<file path="src/rtl/piso_shift_reg_pkg.sv">
// Shared helpers for the parallel-in / serial-out serialiser.
package piso_shift_reg_pkg;

  // Bits needed to hold a bit count from 0 up to and including w.
  function automatic int unsigned cnt_width(input int unsigned w);
    return $clog2(w + 1);
  endfunction

endpackage

</file>
<file path="src/rtl/piso_shift_reg_if.sv">
// Parallel word in, serial bit and status out.
interface piso_shift_reg_if #(
  parameter int unsigned WIDTH = 4
);
  logic             load;
  logic [WIDTH-1:0] parallel_in;
  logic             serial_out;
  logic             serial_valid;
  logic             busy;

  modport master (
    output load, parallel_in,
    input  serial_out, serial_valid, busy
  );

  modport slave (
    input  load, parallel_in,
    output serial_out, serial_valid, busy
  );
endinterface

</file>
<file path="src/rtl/piso_bit_counter.sv">
// Down-counter of bits remaining in the current word; saturates at zero.
module piso_bit_counter #(
  parameter int unsigned WIDTH = 4,
  parameter int unsigned CW    = 3
) (
  input  logic          clk,
  input  logic          rst_n,
  input  logic          load,
  input  logic          dec,
  output logic [CW-1:0] count,
  output logic          zero
);

  always_ff @(posedge clk or negedge rst_n) begin
    if (!rst_n)
      count <= '0;
    else if (load)
      count <= CW'(WIDTH);
    else if (dec && count != '0)
      count <= count - CW'(1);
  end

  assign zero = (count == '0);

endmodule

</file>
<file path="src/rtl/piso_shift_reg.sv">
// Serialiser: captures a word on load and emits it one bit per clock.
module piso_shift_reg
  import piso_shift_reg_pkg::*;
#(
  parameter int unsigned WIDTH     = 4,
  parameter bit          MSB_FIRST = 1'b1,
  parameter logic        FILL_BIT  = 1'b0
) (
  input  logic             clk,
  input  logic             rst_n,
  piso_shift_reg_if.slave  bus
);

  localparam int unsigned CW = cnt_width(WIDTH);

  logic [WIDTH-1:0] sreg;
  logic [WIDTH-1:0] shifted;
  logic             out_bit;
  logic [CW-1:0]    count;
  logic             zero;

  piso_bit_counter #(
    .WIDTH (WIDTH),
    .CW    (CW)
  ) u_counter (
    .clk   (clk),
    .rst_n (rst_n),
    .load  (bus.load),
    .dec   (!zero),
    .count (count),
    .zero  (zero)
  );

  generate
    if (MSB_FIRST) begin : g_msb_first
      assign shifted = {sreg[WIDTH-2:0], FILL_BIT};
      assign out_bit = sreg[WIDTH-1];
    end else begin : g_lsb_first
      assign shifted = {FILL_BIT, sreg[WIDTH-1:1]};
      assign out_bit = sreg[0];
    end
  endgenerate

  // The final shift of a word fills the register completely with FILL_BIT,
  // so the output end alone gives FILL_BIT once the word is exhausted.
  always_ff @(posedge clk or negedge rst_n) begin
    if (!rst_n)
      sreg <= {WIDTH{FILL_BIT}};
    else if (bus.load)
      sreg <= bus.parallel_in;
    else if (!zero)
      sreg <= shifted;
  end

  assign bus.serial_out   = out_bit;
  assign bus.serial_valid = !zero;
  assign bus.busy         = (count > CW'(1));

endmodule

</file>
<file path="src/flat_wrapper.sv">
// flat-port wrapper written by rule: the top's interface ports become plain ports
module piso_shift_reg_flat import piso_shift_reg_pkg::*;
#(
  parameter int unsigned WIDTH     = 4,
  parameter bit          MSB_FIRST = 1'b1,
  parameter logic        FILL_BIT  = 1'b0
)
  (clk, rst_n, bus_load, bus_parallel_in, bus_serial_out, bus_serial_valid, bus_busy);
  piso_shift_reg_if #(.WIDTH(WIDTH)) bus_i ();
  input  logic clk;
  input  logic rst_n;
  input wire logic [$bits(bus_i.load)-1:0] bus_load;
  input wire logic [$bits(bus_i.parallel_in)-1:0] bus_parallel_in;
  output wire logic [$bits(bus_i.serial_out)-1:0] bus_serial_out;
  output wire logic [$bits(bus_i.serial_valid)-1:0] bus_serial_valid;
  output wire logic [$bits(bus_i.busy)-1:0] bus_busy;
  assign bus_i.load = bus_load;
  assign bus_i.parallel_in = bus_parallel_in;
  assign bus_serial_out = bus_i.serial_out;
  assign bus_serial_valid = bus_i.serial_valid;
  assign bus_busy = bus_i.busy;
  piso_shift_reg #(.WIDTH(WIDTH), .MSB_FIRST(MSB_FIRST), .FILL_BIT(FILL_BIT)) u_core (.clk(clk), .rst_n(rst_n), .bus(bus_i));
endmodule
</file>
<file path="config.mk">
export PLATFORM = sky130hd
export DESIGN_NAME = piso_shift_reg_flat
export DESIGN_NICKNAME = d
export VERILOG_FILES = /design/src/rtl/piso_shift_reg_pkg.sv /design/src/rtl/piso_shift_reg_if.sv /design/src/rtl/piso_bit_counter.sv /design/src/rtl/piso_shift_reg.sv /design/src/flat_wrapper.sv
export SDC_FILE = /design/constraint.sdc
export NUM_CORES = 1
export LEC_CHECK = 0
export ABC_AREA = 1
export BUFFER_PORTS_ARGS = -buffer_cell sky130_fd_sc_hd__buf_2
export CAP_MARGIN = 40
export CORE_AREA = 4 4 41 43
export DETAILED_ROUTE_END_ITERATION = 8
export DIE_AREA = 0 0 45 47
export GPL_TIMING_DRIVEN = 0
export PLACE_DENSITY = 0.57
export REMOVE_ABC_BUFFERS = 1
export SYNTH_ARGS = -nofsm -noshare
export SYNTH_HDL_FRONTEND = slang
export SYNTH_SLANG_ARGS = --single-unit
</file>
<file path="constraint.sdc">
create_clock -name clk -period 1.2 [get_ports clk]
set_input_delay 0.24 -clock clk [delete_from_list [all_inputs] [get_ports clk]]
set_output_delay 0.24 -clock clk [all_outputs]
set_load 0.01 [all_outputs]
</file>
==> run summary <==
The run finished, with violations left. The final reports fail on setup timing. No sink is reached through more buffers than the 2 on the longest clock path. In this run the horizontal extent of the chip is 45 um.

The total of flip-flops plus latches after synthesis works out to 7. The run gives 18.1% as the met2 global-route usage. The worst reg-to-reg path cell count is 7.

The top cell type by area accounts for 44.6% of the synthesized area. Setup repair after global routing could not meet its margin everywhere. From synthesis to final layout, the design area changed by 49.7%. The setup path with the least slack is of type register to output pin. Between clock sinks in the finished design, the worst skew comes to 0.000230 ns. Number of sinks handled by clock tree synthesis: 7. The run gives 588 um^2 as the final instance area.

The die covers 2120 um^2. Number of antenna violations at the first check in global routing: 0. The worst setup path is captured at an output pin. In the global route stage, met3 resource usage came out at 3.83%.

During I/O placement, the number of pins put on the boundary was 10. sky130_fd_sc_hd__dfrtp_1 takes more of the synthesized area than any other cell. The path type of the worst min-delay path was input port to register.

Measured along the y axis, the die boundary spans 47 um. The tools report the number of cell rows as 13. Headroom to the max-slew limit came out at 86.9%. The final layout contains routed wiring with a total length of 918 um. For this design the ratio of total power to cell area is 2100 nW/um^2. For this configuration, the core starts out at a cell density of 30.2%.

IR analysis of the VDD net gives a maximum drop of 1010 uV. The first global-routing pass estimated 1570 um of wire. The logs give 51 for the cell count after synthesis and 1.10 ns for the data arrival time of the critical path. Met1 layer usage reported by global route: 11.2%. The tools report the detailed-route via count as 396. In this run the worst path has a maximum fanout of 3. Clock-pin slew was measured on the worst setup and hold paths at 0.05 ns.

After synthesis the cells add up to 393 um^2. After legalization and detailed placement, the total HPWL measured 563 um. The layer carrying the most global-route usage is met2. The clock period minus worst slack was 1.34 ns. For the number of nets at the end of the flow, the log shows 82. TritonCTS built the clock tree. The fmax is 744 MHz, and the worst hold path cell count is 3.

After detailed routing, the number of remaining DRC violations is 0. By area the synthesized netlist is led by sky130_fd_sc_hd__dfrtp_1 45%, sky130_fd_sc_hd__nand2_1 19%, sky130_fd_sc_hd__ha_1 9.6%. In this run the number of cells on the critical path is 4. Summing all placed instances gives a cell area of 457 um^2. Aggregate global-route resource usage: 10.9%. The cell family contributing the most delay on the critical path was flip-flops.

The placeable core region is 1300 um^2, and the number of buffers inserted during clock tree synthesis is 3. For the final estimated routing congestion in global placement, the log shows 0.685. Setup violations remaining at the end of the flow were counted as 2.

The root buffer cell chosen for the clock tree is sky130_fd_sc_hd__clkbuf_4. The final hold violation count is 0. The total overflow left after global routing is 0. Before antenna repair, the detailed router went through 4 iterations. The count of cell types in the netlist came out at 13.

The pin count of the biggest net entering global routing is 11, and the worst-case setup margin in the final layout is -0.144 ns. The routed length per placed instance works out to 10.7 um. The largest stage delay on the critical path works out to 0.39 ns. The worst setup path is launched from a register. The fraction of final layout cells sized beyond drive strength 1 works out to 42.3%. Across all hold checks on the routed design, the worst slack comes to 0.206 ns. Averaged over all synthesized cells, the footprint is 7.70 um^2. The analysis attributes to cell leakage a power of 0.307 nW. The signal on the critical path passes through inv_2, ha_2, o21ai_1, buf_2.

The number of buffers added on ports is 9. The logs give 0 for the number of antenna diodes and 366 for the via count of the first global-routing pass. Yosys printed 0 warnings.

The worst path uses 112% of the clock period. The number of buffers and inverters on the critical path is 2. The run gives 44.6% as the register area share after synthesis. The run gives 1 as the H-tree depth. The tools report the total of max-cap violations as 0. On the critical path, the stage with the largest delay is an instance of sky130_fd_sc_hd__dfrtp_1. Using the TritonRoute via totals, the vias-per-cell ratio works out to 4.60. At the pin with the least slew margin, the transition time is 0.196 ns. The tools report the number of violations reported at the end of detailed-routing iteration 0 as 6.

The insertion delay to the later sink of the worst-skew pair is 0.25 ns, and the number of routed nets with antenna violations is 0. The critical path required time is 0.96 ns. The max-slew violation count came out at 0.
-- worst register-to-register path, cell delays in order, from the launching register on --
cell and delay (ns):
sky130_fd_sc_hd__dfrtp_1 0.39, sky130_fd_sc_hd__inv_2 0.10, sky130_fd_sc_hd__ha_4 0.16, sky130_fd_sc_hd__buf_6 0.12, sky130_fd_sc_hd__inv_2 0.05, sky130_fd_sc_hd__nor2_4 0.08
sky130_fd_sc_hd__nand3_1 0.07, sky130_fd_sc_hd__nand2_1 0.06
-- synthesized netlist by cell type --
| master | n |
|---|---|
| sky130_fd_sc_hd__inv_1 | 3 |
| sky130_fd_sc_hd__inv_4 | 1 |
| sky130_fd_sc_hd__nand2_1 | 20 |
| sky130_fd_sc_hd__nand4_1 | 3 |
| sky130_fd_sc_hd__dfrtp_1 | 7 |
| sky130_fd_sc_hd__inv_2 | 1 |
| sky130_fd_sc_hd__nor2_1 | 5 |
| sky130_fd_sc_hd__nand3_1 | 4 |
| sky130_fd_sc_hd__o21ai_0 | 1 |
| sky130_fd_sc_hd__nand3_2 | 1 |
| sky130_fd_sc_hd__ha_1 | 3 |
| sky130_fd_sc_hd__nand2_2 | 1 |
| sky130_fd_sc_hd__o21ai_1 | 1 |
-- per-layer routing --
layer / vias up / part of all wire, %
li1: 205 / -
met4: 0 / 2.3
met1: 175 / 44
met2: 12 / 48
met5: - / 0
met3: 4 / 5.4
-- repair_timing --
item	CTS	global route
hold buffers	1	0
pin swaps	3	0
endpoints found under the hold margin	7	0
buffers inserted	5	1
endpoints found under the setup margin	4	6
gates resized for setup	10	5
-- layout by cell type, fill, tap and decap left out, drive strengths merged --
master | Yosys | final
buf | 0 | 15
ha | 3 | 3
dfrtp | 7 | 7
inv | 5 | 5
clkbuf | 0 | 4
dlygate4sd3 | 0 | 1
o21ai | 2 | 2
nand2 | 21 | 21
nand4 | 3 | 3
nor2 | 5 | 5
nand3 | 5 | 5
-- registers in the layout (all words and copies together), names as in the netlist --
| register | cells |
|---|---|
| u_core.u_counter.count | 3 |
| u_core.sreg | 4 |
-- layout make-up --
cell class | instances | area, um^2
fill | 135 | 713
multi-input combinational | 39 | 236
sequential | 7 | 175
timing repair buffer | 16 | 110
clock buffer | 4 | 26.3
inverter | 5 | 21.3
tap | 15 | 18.8
-- per-stage QoR --
| stage | setup TNS (ns) | setup WS, ns | utilization [%] | std cells | power, mW |
|---|---|---|---|---|---|
| 4_1_cts | -0.253 | -0.135 | 43.2 | 85 | 1.13 |
| 5_1_grt | -0.430 | -0.216 | 45.2 | 86 | 1.35 |
| 6_report | -0.285 | -0.144 | 45.2 | 86 | 1.23 |
| 2_1_floorplan | 0 | 0.0696 | - | 51 | 0.611 |
| 3_3_place_gp | -0.207 | -0.151 | 35.1 | 75 | 0.718 |
| 3_5_place_dp | -0.133 | -0.124 | 35.1 | 75 | 0.716 |
-- cell families after synthesis --
family / Yosys count / share of synthesized area (%)
AND/OR/NAND/NOR: 34 / 37.9
AO/OA/AOI/OAI: 2 / 2.55
buffers and inverters: 5 / 5.41
flip-flops: 7 / 44.6
adder cells (fa/ha/maj): 3 / 9.56
-- power breakdown --
group,leakage (nW),switching (mW),internal [mW]
sequential,0.0859,0.0518,0.303
combinational,0.206,0.344,0.316
clock,0.0150,0.0914,0.127
-- worst paths after layout --
kind	startpoint	endpoint	slack, ns
worst min register to register	u_core.sreg[0]$_DFFE_PN0P_	u_core.sreg[0]$_DFFE_PN0P_	0.54
max in group asynchronous	rst_n	u_core.sreg[2]$_DFFE_PN0P_	0.68
min in group asynchronous	rst_n	u_core.sreg[0]$_DFFE_PN0P_	0.36
worst min-delay path	bus_parallel_in[0]	u_core.sreg[0]$_DFFE_PN0P_	0.21
worst max-delay path	u_core.u_counter.count[1]$_DFFE_PN0P_	bus_busy	-0.14
worst max register to register	u_core.u_counter.count[1]$_DFFE_PN0P_	u_core.u_counter.count[1]$_DFFE_PN0P_	0.10
(Power assumes the default switching activity.)
